===== src/rtl/vrc_dwell_timer.sv =====
// Per-vector dwell counter for the response checker.
// Flags the sample cycle and the last cycle of each dwell.
module vrc_dwell_timer #(
  parameter int DWELL  = 10,
  parameter int SETTLE = 2
) (
  input  logic i_clk,
  input  logic i_rst_n,
  input  logic i_clr,
  input  logic i_en,
  output logic o_sample_tick,
  output logic o_last_tick
);

  logic [7:0] r_cnt;

  assign o_sample_tick = (r_cnt == 8'(SETTLE));
  assign o_last_tick   = (r_cnt == 8'(DWELL - 1));

  // Count 0..DWELL-1 while enabled, wrapping at the end of each dwell
  always_ff @(posedge i_clk or negedge i_rst_n) begin
    if (!i_rst_n) begin
      r_cnt <= '0;
    end else if (i_clr) begin
      r_cnt <= '0;
    end else if (i_en) begin
      r_cnt <= o_last_tick ? 8'd0 : r_cnt + 8'd1;
    end
  end

endmodule


===== config.mk =====
export PLATFORM = sky130hd
export DESIGN_NAME = vrc_dwell_timer
export DESIGN_NICKNAME = d
export VERILOG_FILES = /design/src/rtl/vrc_dwell_timer.sv
export SDC_FILE = /design/constraint.sdc
export NUM_CORES = 1
export LEC_CHECK = 0
export ABC_AREA = 1
export CORE_AREA = 4 4 41 43
export DETAILED_ROUTE_END_ITERATION = 7
export DIE_AREA = 0 0 45 47
export MAX_ROUTING_LAYER = met4
export PLACE_DENSITY = 0.72
export SLEW_MARGIN = 20
export SYNTH_ARGS = -nofsm -noshare
export SYNTH_HDL_FRONTEND = slang
export SYNTH_SLANG_ARGS = --single-unit

===== constraint.sdc =====
create_clock -name i_clk -period 2.2 [get_ports i_clk]
set_input_delay 0.44 -clock i_clk [delete_from_list [all_inputs] [get_ports i_clk]]
set_output_delay 0.44 -clock i_clk [all_outputs]
set_load 0.01 [all_outputs]

==> impl_metrics.env <==
export IMPL_via_count=468
export IMPL_dpl_cell_count=93
export IMPL_final_common_cell="nand2_1"
export IMPL_clk_pin_slew_worst_paths_ps=50
export IMPL_synth_cell_types=15
export IMPL_yosysSeqAreaShare=0.370
export IMPL_synth_area_um2=542
export IMPL_cts_sinks=8
export IMPL_worstSetupPathType="flip-flop to output pin"
export IMPL_fin_crit_ps=1800
export IMPL_drtPass1Iterations=4
export IMPL_place_detailed_hpwl_um=883
export IMPL_fmax_mhz=554
export IMPL_timing_setup_tns_ps=0
export IMPL_yosys_top_cells_area="dfrtp_1 37%, nand2_1 14%, inv_1 8.3%, ha_1 6.9%, nor2_1 6.2%"
export IMPL_drc=0
export IMPL_antennaDiodeCount=0
export IMPL_pwr_share_clk=0.376
export IMPL_cp_max_fo=4
export IMPL_cts_htree_levels=1
export IMPL_synth_top_area_frac=0.370
export IMPL_largest_reg_flops=8
export IMPL_clk_latency_ps=270
export IMPL_wl_um=1090
export IMPL_path_cells="inv_1, ha_1, nand3_2, nor2_4, dlymetal6s2s_1"
export IMPL_wire_per_inst_um=11.3
export IMPL_globalplace_congestion=0.827
export IMPL_die_area_um2=2120
export IMPL_io_pins=6
export IMPL_synth_area_per_cell_um2=7.42
export IMPL_grt_max_degree=9
export IMPL_swShare=0.257
export IMPL_yosys_warnings=0
export IMPL_port_buffers=5
export IMPL_period_share=0.820
export IMPL_grt_antenna_before_repair=0
export IMPL_syn_to_final_growth_pct=17.8
export IMPL_syn_nets=80
export IMPL_ir_drop_mv=0.284
export IMPL_cp_start_kind="flip-flop"
export IMPL_postCtsSetupRepairBufs=0
export IMPL_finalClockSkew_ps=5.22
export IMPL_layout_common_cells="20 x nand2_1, 12 x inv_1, 9 x nor2_1"
export IMPL_yosysTopAreaCell="dfrtp_1"
export IMPL_top_register="r_cnt"
export IMPL_power_switching_w=0.0000791
export IMPL_cts_root_buf="clkbuf_4"
export IMPL_fp_dieH_um=47
export IMPL_critical_path_max_stage_delay_ps=410
export IMPL_stdcell_area_um2=638
export IMPL_cts_buffers=3
export IMPL_p_int_w=0.000228
export IMPL_grt_overflow_total=0
export IMPL_track_usage=0.127
export IMPL_endpoint_kind="output pin"
export IMPL_cts_tree="done"
export IMPL_grt_pass1_wl_um=1790
export IMPL_grt_pass1_vias=437
export IMPL_reg_largest_list="r_cnt: 8 flops"
export IMPL_clk_path_buf_depth=2
export IMPL_postLayoutCoreUtil=0.490
export IMPL_power_leakage_nw=0.340
export IMPL_drtIter0Drc=12
export IMPL_p_per_area_nw_per_um2=481
export IMPL_arrival_ps=1360
export IMPL_relSlewSlack=0.733
export IMPL_tightestPinTransition_ps=399
export IMPL_slowest_stage="dfrtp_1"
export IMPL_fin_ws_ps=395
export IMPL_place_ws_ps=310
export IMPL_die_x_um=45
export IMPL_seqPwrFrac=0.507
export IMPL_finalHoldViolations=0
export IMPL_coreArea_um2=1300
export IMPL_nets=90
export IMPL_row_count=13
export IMPL_stdcell_count=96
export IMPL_start_util=0.416
export IMPL_hold_class="input port to asynchronous set/reset pin"
export IMPL_drv_slew=0
export IMPL_ys_seq_elements=8
export IMPL_maxCapViolations=0
export IMPL_drtAntennaViolNets=0
export IMPL_drive_above_1_share=0.136
export IMPL_vias_per_cell=4.88
export IMPL_p_comb_frac=0.116
export IMPL_status="completed"
export IMPL_rsz0062_at_grt="no"
export IMPL_syn_inst=73
export IMPL_placed_cell_area_um2=611
export IMPL_final_setup_viol_count=0
export IMPL_cp_required_ps=1760
-- layout make-up --
class                      count  area, um^2
clock buffer                   3        22.5
fill                         128         663
inverter                      13        48.8
multi-input combinational     52         293
sequential                     8         200
tap                           15        18.8
timing repair buffer           5        55.1
-- metrics by stage --
stage          hold WS [ps]  total power [W]
2_1_floorplan           144         0.000177
3_3_place_gp            519         0.000194
3_5_place_dp            518         0.000195
4_1_cts                 470         0.000313
5_1_grt                 470         0.000324
6_report                466         0.000307
-- synthesized netlist by cell type, drive strengths merged --
| master | number |
|---|---|
| o21bai | 1 |
| nor2 | 14 |
| ha | 3 |
| xor2 | 2 |
| nand3b | 1 |
| inv | 13 |
| nand3 | 5 |
| nand2 | 20 |
| o21ai | 4 |
| nand4 | 2 |
| dfrtp | 8 |
-- worst paths after layout --
check	startpoint	endpoint	cells after the start	slack [ps]
min in group i_clk	r_cnt[7]	r_cnt[7]	2	530
min reg2reg	r_cnt[7]	r_cnt[7]	2	530
min	i_rst_n	r_cnt[4]	1	470
max reg2reg	r_cnt[1]	r_cnt[2]	7	890
max in group asynchronous	i_rst_n	r_cnt[7]	1	1450
max	r_cnt[1]	o_last_tick	5	400
-- power groups by stage --
stage / Combinational, W / Sequential, W / Clock [W]
after floorplan: 0.0000191 / 0.000157 / 0
after global placement: 0.0000355 / 0.000158 / 0
after detailed placement: 0.0000364 / 0.000158 / 0
after CTS: 0.0000367 / 0.000156 / 0.000121
after global routing: 0.0000401 / 0.000156 / 0.000127
final: 0.0000358 / 0.000156 / 0.000116
-- layer usage --
layer  wire (um)  vias to the layer above  track usage
li1            -                      238            -
met1         487                      219        0.132
met2         527                        7        0.195
met3          47                        4       0.0575
met4          25                        0       0.0819
met5           0                        -            -
-- critical path: cells and delay by family, from the launching register on --
| family | cells | cell delay, ps |
|---|---|---|
| adders and majority gates | 1 | 170 |
| DFF | 1 | 410 |
| buffers and inverters | 2 | 280 |
| and+or+nand+nor | 2 | 240 |
-- logic make-up after synthesis --
kind of cell               Yosys count  synth area share
DFF                                  8             0.370
buffers and inverters               13            0.0901
xor gates and xnor gates             2            0.0323
adders and majority gates            3            0.0693
and+or+nand+nor                     42             0.388
AOI/OAI and AO/OA                    5            0.0508
-- what timing repair did --
item                                    CTS  global route
hold buffers                              0             0
endpoints found under the setup margin    0             2
resized for setup                         0             2
No activity file was read; power rests on OpenSTA's default activity.
